==> config.mk <==
export PLATFORM = sky130hd
export DESIGN_NAME = fifo_wr_arbiter
export DESIGN_NICKNAME = d
export VERILOG_FILES = /design/src/rtl/fifo_wr_arbiter.sv
export SDC_FILE = /design/constraint.sdc
export NUM_CORES = 1
export LEC_CHECK = 0
export ABC_CLOCK_PERIOD_IN_PS = 5700
export BUFFER_PORTS_ARGS = -buffer_cell sky130_fd_sc_hd__buf_2
export CAP_MARGIN = 0
export CORE_MARGIN = 4
export CORE_UTILIZATION = 40
export CTS_CLUSTER_SIZE = 10
export DETAILED_ROUTE_END_ITERATION = 10
export MAX_ROUTING_LAYER = met4
export PLACE_DENSITY = 0.66
export SYNTH_ARGS = -nofsm -noshare
export SYNTH_HDL_FRONTEND = slang
export SYNTH_SLANG_ARGS = --single-unit
==> constraint.sdc <==
create_clock -name clk -period 5.7 [get_ports clk]
set_input_delay 1.71 -clock clk [delete_from_list [all_inputs] [get_ports clk]]
set_output_delay 1.71 -clock clk [all_outputs]
set_load 0.02 [all_outputs]
==> src/rtl/fifo_wr_arbiter.sv <==
// fifo_wr_arbiter: round-robin arbiter that shares one FIFO write port between NUM_REQ
// valid/ready producers. Grants are held for bursts of up to MAX_BURST beats and stall
// (without counting) while the FIFO reports full. Beats pass combinationally to the FIFO.
module fifo_wr_arbiter #(
    parameter int unsigned NUM_REQ    = 4,
    parameter int unsigned DATA_WIDTH = 8,
    parameter int unsigned MAX_BURST  = 4,
    parameter int unsigned ID_WIDTH   = $clog2(NUM_REQ)
) (
    input  logic                          clk,
    input  logic                          rst_n,
    input  logic                          arb_en,
    input  logic [NUM_REQ-1:0]            req_valid,
    input  logic [NUM_REQ*DATA_WIDTH-1:0] req_data,
    output logic [NUM_REQ-1:0]            req_ready,
    input  logic                          fifo_full,
    output logic                          fifo_wr_en,
    output logic [DATA_WIDTH-1:0]         fifo_wr_data,
    output logic                          grant_valid,
    output logic [ID_WIDTH-1:0]           grant_id,
    output logic [15:0]                   beat_count
);

    // Wide enough to hold MAX_BURST-1 even when MAX_BURST is 1
    localparam int unsigned BCW = $clog2(MAX_BURST + 1);
    localparam logic [BCW-1:0] BurstLast = BCW'(MAX_BURST - 1);

    typedef enum logic [0:0] {StIdle, StGrant} state_e;

    state_e              state_q;
    logic [ID_WIDTH-1:0] grant_id_q;
    logic [ID_WIDTH-1:0] last_id_q;
    logic [BCW-1:0]      burst_cnt_q;
    logic [15:0]         beat_count_q;

    logic                  sel_valid;
    logic [DATA_WIDTH-1:0] sel_data;
    logic                  beat;
    logic                  release_grant;
    logic [ID_WIDTH-1:0]   pick_base;
    logic [ID_WIDTH-1:0]   pick_id;
    logic                  pick_found;

    // Select the granted requester's valid and data
    always_comb begin
        sel_valid = 1'b0;
        sel_data  = '0;
        for (int i = 0; i < int'(NUM_REQ); i++) begin
            if (grant_id_q == ID_WIDTH'(i)) begin
                sel_valid = req_valid[i];
                sel_data  = req_data[i*DATA_WIDTH +: DATA_WIDTH];
            end
        end
    end

    // Beat qualification and release conditions
    always_comb begin
        beat          = (state_q == StGrant) && arb_en && sel_valid && !fifo_full;
        release_grant = (state_q == StGrant) &&
                        ((beat && (burst_cnt_q == BurstLast)) || !sel_valid || !arb_en);
    end

    // Zero-cycle beat path to the FIFO and the one-hot ready
    always_comb begin
        fifo_wr_en   = beat;
        fifo_wr_data = beat ? sel_data : '0;
        req_ready    = '0;
        for (int i = 0; i < int'(NUM_REQ); i++) begin
            req_ready[i] = beat && (grant_id_q == ID_WIDTH'(i));
        end
    end

    // Round-robin search starting after the last grant; the current holder comes last
    always_comb begin
        int idx;
        idx        = 0;
        pick_base  = (state_q == StGrant) ? grant_id_q : last_id_q;
        pick_found = 1'b0;
        pick_id    = pick_base;
        for (int k = 1; k <= int'(NUM_REQ); k++) begin
            idx = (int'(pick_base) + k) % int'(NUM_REQ);
            if (!pick_found && req_valid[ID_WIDTH'(idx)]) begin
                pick_found = 1'b1;
                pick_id    = ID_WIDTH'(idx);
            end
        end
    end

    // Grant FSM, burst length tracking and saturating beat counter
    always_ff @(posedge clk or negedge rst_n) begin
        if (!rst_n) begin
            state_q      <= StIdle;
            grant_id_q   <= '0;
            last_id_q    <= ID_WIDTH'(NUM_REQ - 1);
            burst_cnt_q  <= '0;
            beat_count_q <= '0;
        end else begin
            if (beat && (beat_count_q != 16'hFFFF)) begin
                beat_count_q <= beat_count_q + 16'd1;
            end
            case (state_q)
                StIdle: begin
                    if (arb_en && pick_found) begin
                        state_q     <= StGrant;
                        grant_id_q  <= pick_id;
                        last_id_q   <= pick_id;
                        burst_cnt_q <= '0;
                    end
                end
                StGrant: begin
                    if (beat) begin
                        burst_cnt_q <= burst_cnt_q + BCW'(1);
                    end
                    if (release_grant) begin
                        burst_cnt_q <= '0;
                        // Re-grant on the same edge so back-to-back bursts have no bubble
                        if (arb_en && pick_found) begin
                            grant_id_q <= pick_id;
                            last_id_q  <= pick_id;
                        end else begin
                            state_q <= StIdle;
                        end
                    end
                end
                default: state_q <= StIdle;
            endcase
        end
    end

    assign grant_valid = (state_q == StGrant);
    assign grant_id    = grant_id_q;
    assign beat_count  = beat_count_q;

endmodule

---- Word level (Yosys, flattened, before mapping) ----
Index checks and enable logic that the tools add are counted.
word-level totals
  flip-flop bits (word level) ............. 24
  input bits .............................. 40
  output and inout port bits .............. 32
  logic and storage cells ................. 91
cells by class
  $add $sub $neg .......................... 6
  order comparisons ....................... 4
  equality and inequality tests ........... 8
  mux-type cells .......................... 43
  bitwise gates (word level) .............. 1
  reduce and logical (&&, ||, !) cells .... 24
operators with widths
  cell                   number
  $mux 8                 5
  $mux 1                 18
  $mux 2                 9
  $add 16x1->16 const B  1
  $lt 2x4->1 const B     4
  $ne 16x16->1 const B   1
  $logic_and 1x1->1      14
  $mux 3                 3
  $bmux 1 s2             4
  $pmux 2 s2             2
  $logic_not 1->1        6
  $pmux 3 s2             1
  $add 2x1->2 const B    2
  $add 2x2->2 const B    2
  $eq 2x2->1 const B     2
  $add 3x1->3 const B    1
  $eq 3x2->1 const B     1
  $ne 3x1->1 const B     1
  $eq 2x1->1 const B     1
  $logic_not 2->1        1
  $logic_or 1x1->1       2
  $ne 2x1->1 const B     1
  $ne 2x2->1 const B     1
  $pmux 1 s2             1
  other kinds (2)        2

---- Depth between registers and ports, before layout ----
  word-level depth ........................ 19
  mapped depth ............................ 7

---- Worst setup path after synthesis ----
No wires, ideal clock.
  path type ............................... input to output
  from .................................... in fifo_full
  to ...................................... out req_ready[2]
  data arrival time ....................... 2.848 ns
  required time ........................... 3.990 ns
  setup slack ............................. 1.142 ns
  stages on the path ...................... 5
  cell sequence ........................... and3b_1 > buf_2 > clkbuf_1 > nand2_1 > nor3b_1
between the ends
  word-level cells in the longest chain between the ends .. 3
ends and longest elaborated chain
  element            RTL line  text
  start, declared    16        input logic fifo_full,
  $logic_not 1->1    58        beat = (state_q == StGrant) && arb_en && sel_valid && !fifo_full;
  $logic_and 1x1->1  58
  $logic_and 1x1->1  69        req_ready[i] = beat && (grant_id_q == ID_WIDTH'(i));
  end, declared      15        output logic [NUM_REQ-1:0] req_ready,
No other way between the ends.

---- Worst setup path after layout ----
  from .................................... in req_valid[3]
  to ...................................... out fifo_wr_en
between the ends
  word-level cells in the longest chain between the ends .. 3
ends and longest elaborated chain
  element                         RTL line  text
  start, declared                 13        input logic [NUM_REQ-1:0] req_valid,
  $mux 1                          49        if (grant_id_q == ID_WIDTH'(i)) begin
  $logic_and 1x1->1 (2 in a row)  58
  end, declared                   17        output logic fifo_wr_en,
No other way between the ends.

==> run summary <==
=================================================================================================
Commonest register cell after synthesis                                              sky130_fd_sc_hd__dfrtp_1
Die Width                                                                                 72.4 µm
Post-synthesis instance total                                                                 159
Pre-antenna DRT Iters                                                                           4
Syn Nets                                                                                      202
Share of final-layout standard cells stronger than drive strength 1                         0.402
Post-Synthesis Cell Area                                                                 1660 µm²
Hold-fix buffer count after cts                                                                 0
Tcrit/Tclk final                                                                            0.813
Family of cells with the greatest summed delay on the critical path                  multiplexers
Post-cts gate resize count                                                                      0
Library cell used as clock root buffer                                               sky130_fd_sc_hd__clkbuf_8
Register-to-register setup slack                                                          3.09 ns
Largest net degree at the start of global routing                                              25
Critical path's largest stage delay                                                       0.60 ns
Pwr dens                                                                               299 nW/µm²
Final count of negative-setup-slack endpoints                                                   0
Worst IR Drop VDD                                                                        0.183 mV
DR iter-0 viols                                                                                47
Average via count per standard cell                                                          5.42
Final ANT Viol Nets                                                                             0
Core utilization of the finished layout                                                     0.519
Combined flip-flop and latch cell area                                                    603 µm²
Wire length of the first global-routing pass                                              6880 µm
TritonCTS clock tree                                                                         done
Hold slack final                                                                         0.483 ns
Die area                                                                                 5240 µm²
CTS sink cnt                                                                                   24
Synth Area per Inst                                                                      10.4 µm²
Detail Placement HPWL                                                                     3220 µm
Number of synthesized register bits                                                            24
Combined buffer and inverter count along the critical path                                      4
Kind of end point of the critical path                                                 output pin
Vias in the first global route                                                               1448
Count of buffers inserted at the top-level ports                                               71
Drt wl/cell                                                                               14.9 µm
Critical Path Slowest Stage Cell                                                     sky130_fd_sc_hd__mux4_2
Result of the run                                                                    finished clean
Clock-pin slew of the registers on the worst-case setup and hold paths                    0.08 ns
Top Layer Used                                                                               met4
Number of inserted diodes                                                                       0
Slew Limit Headroom                                                                         0.435
Crit path launch type                                                                  input port
Sum of routed wire segments on met1                                                       1830 µm
Initial cell density of the core                                                            0.414
Amount of wire on met2 after detailed routing                                             1980 µm
Sequential share of the synthesized area                                                    0.364
Top-level I/O count                                                                            72
Clock latency at the later pin of the worst-skew pair                                     0.26 ns
Leakage                                                                                   1.09 nW
Fin Clk Skew                                                                           0.00127 ns
Total count of hold-check failures in the final report                                          0
Number of buffers added for setup after CTS                                                     0
Max Clk Rate                                                                            0.216 GHz
Cts bufs inserted                                                                               3
Total number of vias                                                                         1485
Cell-by-cell trace of the critical path                                              buf_2 -> mux4_2 -> nand2_1 -> buf_4 -> inv_1 -> buf_2
Final weighted congestion in routability-driven placement                                   0.741
Area of the multi-input gates                                                             967 µm²
Number of distinct library cell variants in the gate-level netlist after synthesis             46
Maximum buffer depth of the clock tree                                                          2
Number of warnings reported in the yosys synthesis log                                          0
Total of fill cells in the finished design                                                    374
Worst EP arrival                                                                          2.92 ns
Number of antenna violations at the first check in global routing                               0
Class of the most critical setup path                                                      in2out
Number of levels the H-tree was split into                                                      1
Wire length reported by the detailed router                                               4080 µm
GRT overflow                                                                                    0
Post-synthesis to final-layout area growth                                                  25.1%
Drc violations                                                                                  0
Data required, critical path                                                              3.99 ns
Worst slew pin tran                                                                      0.847 ns
Max FO, Critical Path                                                                          12
Unrepaired setup endpoints after global routing                                             false
Nets                                                                                          269
Overall die height                                                                        72.4 µm
Met3 wire length                                                                           260 µm
Row cnt                                                                                        23
Summed negative setup slack over all endpoints                                               0 ns
Crit-path most repeated cell                                                         sky130_fd_sc_hd__buf_2
FFs w/ async S/R, synth                                                                      1.00
Max-capacitance violation count                                                                 0
Overall fraction of global-route tracks in use                                              0.167
Minimum clock period after layout                                                         4.63 ns
Max-slew violations                                                                             0
Total core area                                                                          4000 µm²
Worst hold path type                                                                      reg2reg
EDFF count, synth                                                                               0
=================================================================================================
-- state kept, by name, indices dropped and copies added, names as in the netlist --
name,cells
grant_id,2
burst_cnt_q,3
beat_count,16
grant_valid,1
last_id_q,2
-- through the flow --
step | std cells | total power [mW] | setup slack (ns) | instance area (µm²)
floorplan | 159 | 0.462 | 1.14 | 1660
global placement | 271 | 0.527 | 1.07 | 2030
detailed placement | 271 | 0.529 | 1.06 | 2030
CTS | 274 | 0.628 | 1.06 | 2070
global route | 274 | 0.669 | 0.964 | 2070
finish | 274 | 0.621 | 1.07 | 2070
-- layout by cell type (no fill, tap or decap), types with 5 or more instances in the layout --
cell,count
sky130_fd_sc_hd__a21oi_1,7
sky130_fd_sc_hd__a2bb2oi_1,5
sky130_fd_sc_hd__and3_1,11
sky130_fd_sc_hd__buf_2,71
sky130_fd_sc_hd__dfrtp_1,22
sky130_fd_sc_hd__inv_1,10
sky130_fd_sc_hd__mux4_2,7
sky130_fd_sc_hd__nand2_1,9
sky130_fd_sc_hd__nand3_1,10
sky130_fd_sc_hd__xor2_1,11
-- cell usage after synthesis (all sizes together), types with 2 or more instances --
master | number | share of area
clkbuf | 3 | 0.0068
o22ai | 3 | 0.011
nor4b | 2 | 0.011
and3 | 11 | 0.042
ha | 3 | 0.023
a2bb2oi | 5 | 0.026
nor4 | 5 | 0.023
a211oi | 4 | 0.018
buf | 7 | 0.023
nor2 | 4 | 0.0091
nand4 | 3 | 0.011
dfstp | 2 | 0.032
xor2 | 11 | 0.058
mux4 | 9 | 0.13
dfrtp | 22 | 0.33
nand2 | 9 | 0.020
a21oi | 7 | 0.021
mux2i | 4 | 0.024
nor2b | 2 | 0.0075
inv | 10 | 0.023
mux2 | 3 | 0.023
nand3 | 10 | 0.030
xnor2 | 2 | 0.011
-- per-layer routing --
| metal | up-vias | GRT usage |
|---|---|---|
| li1 | 734 | - |
| met1 | 708 | 0.228 |
| met2 | 41 | 0.268 |
| met4 | 0 | 0.0123 |
| met3 | 2 | 0.0360 |
| met5 | - | - |
-- kinds of logic (layout without fill, tap and decap cells) --
| family | after synthesis | in the layout | share of synthesized area |
|---|---|---|---|
| AOI/OAI and AO/OA | 27 | 27 | 0.116 |
| xor gates and xnor gates | 13 | 13 | 0.0687 |
| adders and majority gates | 3 | 3 | 0.0226 |
| buffers and inverters | 20 | 85 | 0.0528 |
| DFF | 24 | 24 | 0.364 |
| muxes | 16 | 16 | 0.174 |
| and+or+nand+nor | 56 | 56 | 0.202 |
-- report_power, final --
| part | switching [mW] | internal (mW) | total [mW] |
|---|---|---|---|
| clock network | 0.0488 | 0.0472 | 0.0960 |
| registers | 0.0709 | 0.202 | 0.273 |
| logic | 0.114 | 0.139 | 0.252 |
-- worst register-to-register path: cells and delay by family (launching register included) --
family	cells	cell delay, ns
buffers and inverters	1	0.19
multiplexers	2	0.81
flip-flops	1	0.90
AND/OR/NAND/NOR	2	0.60
-- worst paths after layout --
path / startpoint / end / cells past startpoint
min in group asynchronous: rst_n / beat_count[13]$_DFFE_PN0P_ / 1
worst max-delay path: req_valid[3] / fifo_wr_en / 6
max in group asynchronous: rst_n / last_id_q[1]$_DFFE_PN1P_ / 1
worst min register to register: burst_cnt_q[0]$_DFFE_PN0P_ / burst_cnt_q[0]$_DFFE_PN0P_ / 1
worst max register to register: grant_id[0]$_DFFE_PN0P_ / beat_count[15]$_DFFE_PN0P_ / 5
worst min-delay path: burst_cnt_q[0]$_DFFE_PN0P_ / burst_cnt_q[0]$_DFFE_PN0P_ / 1
-- cell type report --
cell class	count	area share
sequential	24	0.291
inverter	10	0.0181
clock buffer	3	0.0199
timing repair buffer	72	0.175
multi-input combinational	115	0.466
tap	50	0.0302
(Power assumes the default switching activity.)
